## src/rtl/branch_update_unit.sv

```systemverilog
// Branch update unit: resolves execute-stage branches, flushes fetch on
// mispredict, and replays buffered outcomes into the branch predictor cache.
module branch_update_unit #(
   parameter int ADDR_W     = 10,
   parameter int HIST_W     = 3,
   parameter int FIFO_DEPTH = 4,
   parameter int CNT_W      = 16
) (
   input  logic              clk,
   input  logic              rst,
   input  logic              res_valid,
   output logic              res_ready,
   input  logic [ADDR_W-1:0] res_pc,
   input  logic              res_taken,
   input  logic [ADDR_W-1:0] res_target,
   input  logic              pred_taken,
   input  logic [ADDR_W-1:0] pred_target,
   output logic              flush,
   output logic [ADDR_W-1:0] redirect_pc,
   output logic              we,
   output logic [ADDR_W-1:0] update_pc,
   output logic              branch_taken,
   output logic [ADDR_W-1:0] wb_addr,
   input  logic [HIST_W-1:0] update_history,
   input  logic              evict,
   output logic [HIST_W-1:0] last_history,
   output logic [CNT_W-1:0]  branch_count,
   output logic [CNT_W-1:0]  mispredict_count,
   output logic [CNT_W-1:0]  evict_count,
   output logic              busy
);

   localparam int PTR_W = $clog2(FIFO_DEPTH);
   localparam int OCC_W = PTR_W + 1;

   typedef enum logic [1:0] {
      S_IDLE,
      S_ISSUE,
      S_SETTLE
   } state_t;

   state_t r_state;
   state_t w_state_nxt;

   logic [ADDR_W-1:0] r_pc_mem  [FIFO_DEPTH];
   logic [ADDR_W-1:0] r_tgt_mem [FIFO_DEPTH];
   logic [FIFO_DEPTH-1:0] r_tk_mem;

   logic [PTR_W-1:0] r_wr_ptr;
   logic [PTR_W-1:0] r_rd_ptr;
   logic [OCC_W-1:0] r_count;

   logic              r_flush;
   logic [ADDR_W-1:0] r_redirect;
   logic [ADDR_W-1:0] r_upd_pc;
   logic              r_upd_taken;
   logic [ADDR_W-1:0] r_wb_addr;
   logic [HIST_W-1:0] r_last_hist;
   logic [CNT_W-1:0]  r_branch_cnt;
   logic [CNT_W-1:0]  r_mis_cnt;
   logic [CNT_W-1:0]  r_evict_cnt;

   logic              w_full;
   logic              w_empty;
   logic              w_push;
   logic              w_pop;
   logic              w_mispredict;
   logic [ADDR_W-1:0] w_res_next;
   logic [PTR_W-1:0]  w_rd_next;
   logic              w_load;
   logic [PTR_W-1:0]  w_load_ptr;
   logic [ADDR_W-1:0] w_load_pc;
   logic [ADDR_W-1:0] w_load_tgt;
   logic              w_load_tk;

   assign w_full    = (r_count == OCC_W'(FIFO_DEPTH));
   assign w_empty   = (r_count == '0);
   assign w_push    = res_valid & ~w_full;
   assign w_pop     = (r_state == S_SETTLE);
   assign w_rd_next = r_rd_ptr + PTR_W'(1);

   assign w_mispredict = (pred_taken != res_taken) ||
                         (res_taken && (pred_target != res_target));

   assign w_res_next = res_taken ? res_target
                                 : res_pc + ADDR_W'(1);

   assign w_load_pc  = r_pc_mem[w_load_ptr];
   assign w_load_tgt = r_tgt_mem[w_load_ptr];
   assign w_load_tk  = r_tk_mem[w_load_ptr];

   assign res_ready        = ~w_full;
   assign flush            = r_flush;
   assign redirect_pc      = r_redirect;
   assign we               = (r_state == S_ISSUE);
   assign update_pc        = r_upd_pc;
   assign branch_taken     = r_upd_taken;
   assign wb_addr          = r_wb_addr;
   assign last_history     = r_last_hist;
   assign branch_count     = r_branch_cnt;
   assign mispredict_count = r_mis_cnt;
   assign evict_count      = r_evict_cnt;
   assign busy             = ~w_empty | (r_state != S_IDLE);

   // Entry storage; contents are don't-care once pointers are reset.
   always_ff @(posedge clk) begin
      if (w_push) begin
         r_pc_mem[r_wr_ptr]  <= res_pc;
         r_tgt_mem[r_wr_ptr] <= res_target;
         r_tk_mem[r_wr_ptr]  <= res_taken;
      end
   end

   // FIFO pointers and occupancy; simultaneous push/pop keeps the count.
   always_ff @(posedge clk or posedge rst) begin
      if (rst) begin
         r_wr_ptr <= '0;
         r_rd_ptr <= '0;
         r_count  <= '0;
      end else begin
         if (w_push) r_wr_ptr <= r_wr_ptr + PTR_W'(1);
         if (w_pop)  r_rd_ptr <= w_rd_next;
         unique case ({w_push, w_pop})
            2'b10:   r_count <= r_count + OCC_W'(1);
            2'b01:   r_count <= r_count - OCC_W'(1);
            default: r_count <= r_count;
         endcase
      end
   end

   // Mispredict flush pulse and the corrected fetch address.
   always_ff @(posedge clk or posedge rst) begin
      if (rst) begin
         r_flush    <= 1'b0;
         r_redirect <= '0;
      end else begin
         r_flush <= w_push & w_mispredict;
         if (w_push && w_mispredict) r_redirect <= w_res_next;
      end
   end

   // Update FSM state register.
   always_ff @(posedge clk or posedge rst) begin
      if (rst) r_state <= S_IDLE;
      else     r_state <= w_state_nxt;
   end

   // Next state and head-load selection; a pop leaves the next
   // head at rd_ptr+1 when more than one entry is buffered.
   always_comb begin
      w_state_nxt = r_state;
      w_load      = 1'b0;
      w_load_ptr  = r_rd_ptr;
      unique case (r_state)
         S_IDLE: begin
            if (!w_empty) begin
               w_state_nxt = S_ISSUE;
               w_load      = 1'b1;
            end
         end
         S_ISSUE: begin
            w_state_nxt = S_SETTLE;
         end
         S_SETTLE: begin
            if (r_count > OCC_W'(1)) begin
               w_state_nxt = S_ISSUE;
               w_load      = 1'b1;
               w_load_ptr  = w_rd_next;
            end else begin
               w_state_nxt = S_IDLE;
            end
         end
         default: begin
            w_state_nxt = S_IDLE;
         end
      endcase
   end

   // Cache update fields, held stable from load through the we cycle.
   always_ff @(posedge clk or posedge rst) begin
      if (rst) begin
         r_upd_pc    <= '0;
         r_upd_taken <= 1'b0;
         r_wb_addr   <= '0;
      end else if (w_load) begin
         r_upd_pc    <= w_load_pc;
         r_upd_taken <= w_load_tk;
         r_wb_addr   <= w_load_tk ? w_load_tgt
                                  : w_load_pc + ADDR_W'(1);
      end
   end

   // Cache response capture during SETTLE.
   always_ff @(posedge clk or posedge rst) begin
      if (rst) begin
         r_last_hist <= '0;
         r_evict_cnt <= '0;
      end else if (w_pop) begin
         r_last_hist <= update_history;
         if (evict && (r_evict_cnt != '1))
            r_evict_cnt <= r_evict_cnt + CNT_W'(1);
      end
   end

   // Saturating accept and mispredict statistics.
   always_ff @(posedge clk or posedge rst) begin
      if (rst) begin
         r_branch_cnt <= '0;
         r_mis_cnt    <= '0;
      end else if (w_push) begin
         if (r_branch_cnt != '1)
            r_branch_cnt <= r_branch_cnt + CNT_W'(1);
         if (w_mispredict && (r_mis_cnt != '1))
            r_mis_cnt <= r_mis_cnt + CNT_W'(1);
      end
   end

endmodule

```

## config.mk

```make
export PLATFORM = sky130hd
export DESIGN_NAME = branch_update_unit
export DESIGN_NICKNAME = d
export VERILOG_FILES = /design/src/rtl/branch_update_unit.sv
export SDC_FILE = /design/constraint.sdc
export NUM_CORES = 1
export LEC_CHECK = 0
export CAP_MARGIN = 10
export CORE_ASPECT_RATIO = 0.9
export CORE_MARGIN = 5
export CORE_UTILIZATION = 38
export DETAILED_ROUTE_END_ITERATION = 12
export DONT_BUFFER_PORTS = 1
export GPL_ROUTABILITY_DRIVEN = 0
export PLACE_DENSITY = 0.52
export SYNTH_ARGS = -nofsm -noshare
export SYNTH_HDL_FRONTEND = slang
export SYNTH_SLANG_ARGS = --single-unit
```

## constraint.sdc

```tcl
create_clock -name clk -period 5.37 [get_ports clk]
set_input_delay 0.8055 -clock clk [delete_from_list [all_inputs] [get_ports clk]]
set_output_delay 0.8055 -clock clk [all_outputs]
set_load 0.1 [all_outputs]
```

==> results of run 1 <==
## placed cells by master, fill, tap and decap left out, drive strengths merged, types with 3 or more instances in the layout
| cell type | instances |
|---|---|
| mux2i | 9 |
| and4 | 3 |
| clkbuf | 21 |
| nor3 | 40 |
| edfxtp | 84 |
| o211ai | 9 |
| dfrtp | 92 |
| nor4 | 4 |
| nand2b | 3 |
| buf | 6 |
| nand4 | 8 |
| clkinv | 8 |
| nor2b | 5 |
| nand3b | 6 |
| mux2 | 3 |
| nor3b | 6 |
| or4 | 5 |
| ha | 14 |
| and3 | 15 |
| o21ai | 28 |
| mux4 | 15 |
| nand2 | 87 |
| o32ai | 6 |
| xnor2 | 39 |
| xor2 | 36 |
| inv | 17 |
| nor4b | 7 |
| a21oi | 13 |
| nand3 | 35 |
| nor2 | 41 |
## flip-flops by register name, indices dropped and copies added, names as in the netlist
register	cells
r_state	2
wb_addr	10
flush	1
last_history	3
r_tk_mem	4
evict_count	16
r_count	3
r_pc_mem	40
redirect_pc	10
r_rd_ptr	2
r_tgt_mem	40
mispredict_count	16
r_wr_ptr	2
branch_taken	1
update_pc	10
branch_count	16
## metrics by stage
stage / hold slack, ns / worst slack [ns] / instances / cell area (um^2) / utilization (%)
after CTS: 0.309 / 1.80 / 970 / 9050 / 42.1
after detailed placement: 0.551 / 1.81 / 938 / 8490 / 39.5
after floorplan: 0.509 / 2.17 / 669 / 8230 / -
after global routing: 0.328 / 1.54 / 970 / 9050 / 42.1
final: 0.297 / 1.83 / 970 / 9050 / 42.1
after global placement: 0.540 / 1.95 / 938 / 8490 / 39.5
## kinds of logic after synthesis
group                    synth area share [%]
AO/OA/AOI/OAI                            5.26
XOR/XNOR                                 7.98
adder cells (fa/ha/maj)                  2.13
buffers and inverters                    2.63
flip-flops                               58.6
multiplexers                             5.75
AND/OR/NAND/NOR                          17.6
## critical path, delay by kind of cell, from the launching register on
family          cells  cell delay, ns
mux                 1            0.73
fa+ha+maj           1            0.20
xor+xnor            1            0.17
compound gates      2            0.20
simple gates        3            1.18
buf+inv             2            0.43
flops               1            0.46
## cell type report
| class | instances | area, um^2 |
|---|---|---|
| inverters | 15 | 58.8 |
| clock buffers | 21 | 472 |
| repair buffers | 6 | 45.0 |
| flip-flops and latches | 176 | 4820 |
| well taps | 291 | 364 |
| clock inverters | 11 | 81.3 |
| multi-input cells | 450 | 3200 |
| fillers | 2050 | 12500 |
## worst min-delay path by stage
stage                                 from                           end  cells after the start
floorplan           r_state[0]$_DFFE_PP0P_        r_state[1]$_DFFE_PP0P_                      1
global placement    r_state[0]$_DFFE_PP0P_        r_state[1]$_DFFE_PP0P_                      1
detailed placement  r_state[0]$_DFFE_PP0P_        r_state[1]$_DFFE_PP0P_                      1
CTS                                    rst  branch_count[14]$_DFFE_PP0P_                      1
global route                           rst  branch_count[14]$_DFFE_PP0P_                      1
finish                                 rst  branch_count[12]$_DFFE_PP0P_                      1
## cell usage after synthesis (all sizes together), types with 7 or more instances
library cell   n
and3          15
nand3         35
ha            14
xnor2         39
mux4          15
clkbuf        11
nor2          41
nor3          40
edfxtp        84
xor2          36
nor4b          7
o21ai         28
o211ai         9
a21oi         13
nand4          8
buf           17
dfrtp         92
nand2         87
inv           15
mux2i          9
## metal layers
| layer | global-route usage (%) | vias to the layer above | wire (um) |
|---|---|---|---|
| li1 | - | 2402 | - |
| met1 | 22.0 | 2538 | 8460 |
| met2 | 23.5 | 159 | 8570 |
| met3 | 5.98 | 6 | 1630 |
| met4 | 3.41 | 0 | 122 |
| met5 | 0 | - | 0 |
==> reports/metrics.cfg, run 1 <==
[run_status]
status = finished, final reports clean

[detailed_routing]
firstDrtPassIters = 4
vias_per_cell = 5.26
wl_um = 18800
first_iter_violations = 318
via_count = 5105
drc = 0
ant_nets = 0
wl_per_cell_um = 19.4

[synth]
synth_nets = 722
synth-edff-count = 84
netlist_top_cells_area = edfxtp_1, dfrtp_1, xnor2_1, nand2_1, xor2_1
avgSynthCellArea_um2 = 12.3
ys_warn_count = 0
syn_inst = 669
synthArstFlopShare_pct = 52.3
yosys.area.top_type = edfxtp_1
syn_area_mm2 = 0.00823
ys_ff_latch = 176
synth_cell_types = 55
netlist.area_leader.share_pct = 30.7
ys_seq_area_share_pct = 58.6
synthFlopType = dfrtp_1

[sta]
finalSetupViolCount = 0
finalCriticalPeriod_ns = 3.54
post-route-period-util_pct = 66.0
skew_ns = 0.0141
final_hold_viol_count = 0
tns_ns = 0
worstMarginPinSlew_ns = 1.14
max_slew_margin_pct = 24.0
max_freq_mhz = 282
rsz0062_at_grt = false
slew_violations = 0

[cts]
post_cts_buffers = 0
cts_buffers = 17
clockBufferDepth = 2
cts_tree = done
cts.sinks = 176
clk_pin_slew_ns = 0.07
hold_buffers = 0
clock_latency_ns = 0.42
cts-resized-gates = 0
h-tree-depth = 4
ctsRootBufferMaster = clkbuf_16

[setup_path]
crit_start = r_count[1]$_DFFE_PP0P_
cp_slowest_stage_delay_ns = 0.73
worstReg2RegStart = r_count[1]$_DFFE_PP0P_
rr_worst_depth = 10
endpoint = wb_addr[5]$_DFFE_PP0P_
crit_chain = inv_1 -> ha_1 -> nor2b_2 -> nor3_4 -> xnor2_2 -> buf_4 -> mux4_2 -> and3_1 -> a21oi_1 -> o31ai_1
reg2reg_slack_ns = 1.83
critPathLaunchType = flop
path_class = flop to flop
cp-end-kind = flop
crit_arrival_ns = 3.80
crit_fanout = 21
reg2reg_to = wb_addr[5]$_DFFE_PP0P_
worstPathRequired_ns = 5.63
crit_path_top_delay_cell = mux4_2

[floorplan]
fp-row-count = 51
fp.dieH_um = 150
die_width_um = 165
die-area_mm2 = 0.0247
core_mm2 = 0.0215
num_io_pins = 125
start_util_pct = 38.3

[global_routing]
grt_max_degree = 50
grt_pass1_vias = 5152
grt-ovfl-total = 0
track_usage_pct = 15.7
grt_antenna_before_repair = 0
grt_pass1_wl_um = 29600

[place]
port_buffers = 0
dp_hpwl_um = 13500

[finish]
fin_nets = 719
syn2layout_area_growth_pct = 9.95
final_layout_size_suffix_gt1_share_pct = 11.2
num_antenna_cells = 0

[flow_run]
maxCapViolations = 0

[min_path]
hold_class = input port to async pin

Power of run 1 is not shown: default switching activity piles up to over one toggle a cycle in this logic, so the estimate is an artifact.
==> run 2: changes to the inputs <==
Settings changed: PLACE_DENSITY 0.52 to 0.54.
Clock period 5.37 ns to 3.1 ns, I/O delays scaled along.
==> reports/metrics.cfg, run 2 (same netlist as run 1, synthesis figures left out) <==
[run_status]
status = finished, final reports clean

[min_path]
hold_class = input port to flop
min_path_cells = 0

[flow_run]
maxCapViolations = 0

[floorplan]
die-area_mm2 = 0.0247
fp.dieH_um = 150
fp-row-count = 51
core_mm2 = 0.0215
start_util_pct = 38.3
num_io_pins = 125
die_width_um = 165

[detailed_routing]
wl_um = 20000
vias_per_cell = 5.22
ant_nets = 0
wl_per_cell_um = 19.2
firstDrtPassIters = 4
first_iter_violations = 430
drc = 0
via_count = 5443

[sta]
post-route-period-util_pct = 93.3
max_slew_margin_pct = 35.9
slew_violations = 0
tns_ns = 0
finalSetupViolCount = 0
skew_ns = 0.0153
max_freq_mhz = 346
final_hold_viol_count = 0
finalCriticalPeriod_ns = 2.89
worstMarginPinSlew_ns = 0.962

[finish]
top_regs = r_pc_mem x40, r_tgt_mem x40
final_layout_size_suffix_gt1_share_pct = 20.4
final_cell_mix = dfrtp_1, nand2_1, edfxtp_1, buf_4, nor2_1
syn2layout_area_growth_pct = 17.7
final_common_cell = dfrtp_1
num_antenna_cells = 0
fin_nets = 791

[place]
dp_hpwl_um = 14300
port_buffers = 0

[setup_path]
path_class = flop to flop
cp-end-kind = flop
crit_arrival_ns = 3.20
rr_worst_depth = 12
worstPathRequired_ns = 3.41
cp.buffers_inverters = 3
critPathMostFrequentCell = nand3_1
crit_fanout = 11
critPathLaunchType = flop
cp_slowest_stage_delay_ns = 0.46
crit_path_top_delay_cell = nor4b_4
crit_chain = inv_1 -> ha_1 -> nor2b_2 -> buf_4 -> o32ai_2 -> nand3_1 -> nor4b_4 -> buf_4 -> nand3_1 -> o31a_1 -> o211ai_1 -> nand3_1
cp_top_family = simple AND/OR/NAND/NOR gates
cp.depth = 12

[global_routing]
grt_antenna_before_repair = 0
grt-ovfl-total = 0
track_usage_pct = 16.7
grt_pass1_vias = 5615
grt_max_degree = 34
grt_pass1_wl_um = 31400

[cts]
post_cts_buffers = 0
h-tree-depth = 4
clk_pin_slew_ns = 0.07
clockBufferDepth = 2
cts.sinks = 176
cts_buffers = 17
cts_tree = done
clock_latency_ns = 0.43
ctsRootBufferMaster = clkbuf_16

==> run 2: final timing paths <==
| check | end | slack (ns) | startpoint |
|---|---|---|---|
| setup / recovery | wb_addr[6]$_DFFE_PP0P_ | 0.21 | r_count[1]$_DFFE_PP0P_ |
| hold / removal | r_tgt_mem[0][6]$_DFFE_PP_ | 0.13 | res_target[6] |
| setup reg to reg | wb_addr[6]$_DFFE_PP0P_ | 0.21 | r_count[1]$_DFFE_PP0P_ |
| hold reg to reg | r_state[1]$_DFFE_PP0P_ | 0.56 | r_state[0]$_DFFE_PP0P_ |
| max in group asynchronous | mispredict_count[10]$_DFFE_PP0P_ | 1.80 | rst |
| min in group asynchronous | wb_addr[2]$_DFFE_PP0P_ | 0.52 | rst |
==> run 2: layout make-up <==
type | instances | area (um^2)
Sequential cell | 176 | 4830
Multi-Input combinational cell | 450 | 3230
Clock inverter | 12 | 123
Tap cell | 291 | 364
Fill cell | 1992 | 11800
Inverter | 15 | 58.8
Timing Repair Buffer | 78 | 613
Clock buffer | 20 | 468
==> run 2: routing by layer <==
layer	part of all wire [%]	track usage, %	vias up	wire [um]
li1	-	-	2548	-
met1	44	22.9	2694	8900
met2	47	25.6	184	9310
met3	8.0	5.65	17	1610
met4	0.94	4.03	0	189
met5	0	0	-	0
==> run 2: stage by stage <==
| step | util [%] | setup slack, ns | instance area (um^2) | hold slack, ns | instances |
|---|---|---|---|---|---|
| global route | 45.0 | -0.0236 | 9680 | 0.100 | 1042 |
| detailed placement | 42.1 | 0.0976 | 9050 | 0.364 | 1009 |
| global placement | 42.1 | 0.209 | 9050 | 0.357 | 1009 |
| floorplan | - | 0.0281 | 8230 | 0.509 | 669 |
| CTS | 44.9 | 0.0856 | 9650 | 0.109 | 1042 |
| finish | 45.0 | 0.206 | 9680 | 0.133 | 1042 |
==> run 2: repair_timing <==
action | CTS | global route
hold buffers | 1 | 0
gates resized for setup | 0 | 6
endpoints found under the hold margin | 30 | 0
endpoints found under the setup margin | 0 | 4
Power of run 2 is left out for the same reason.
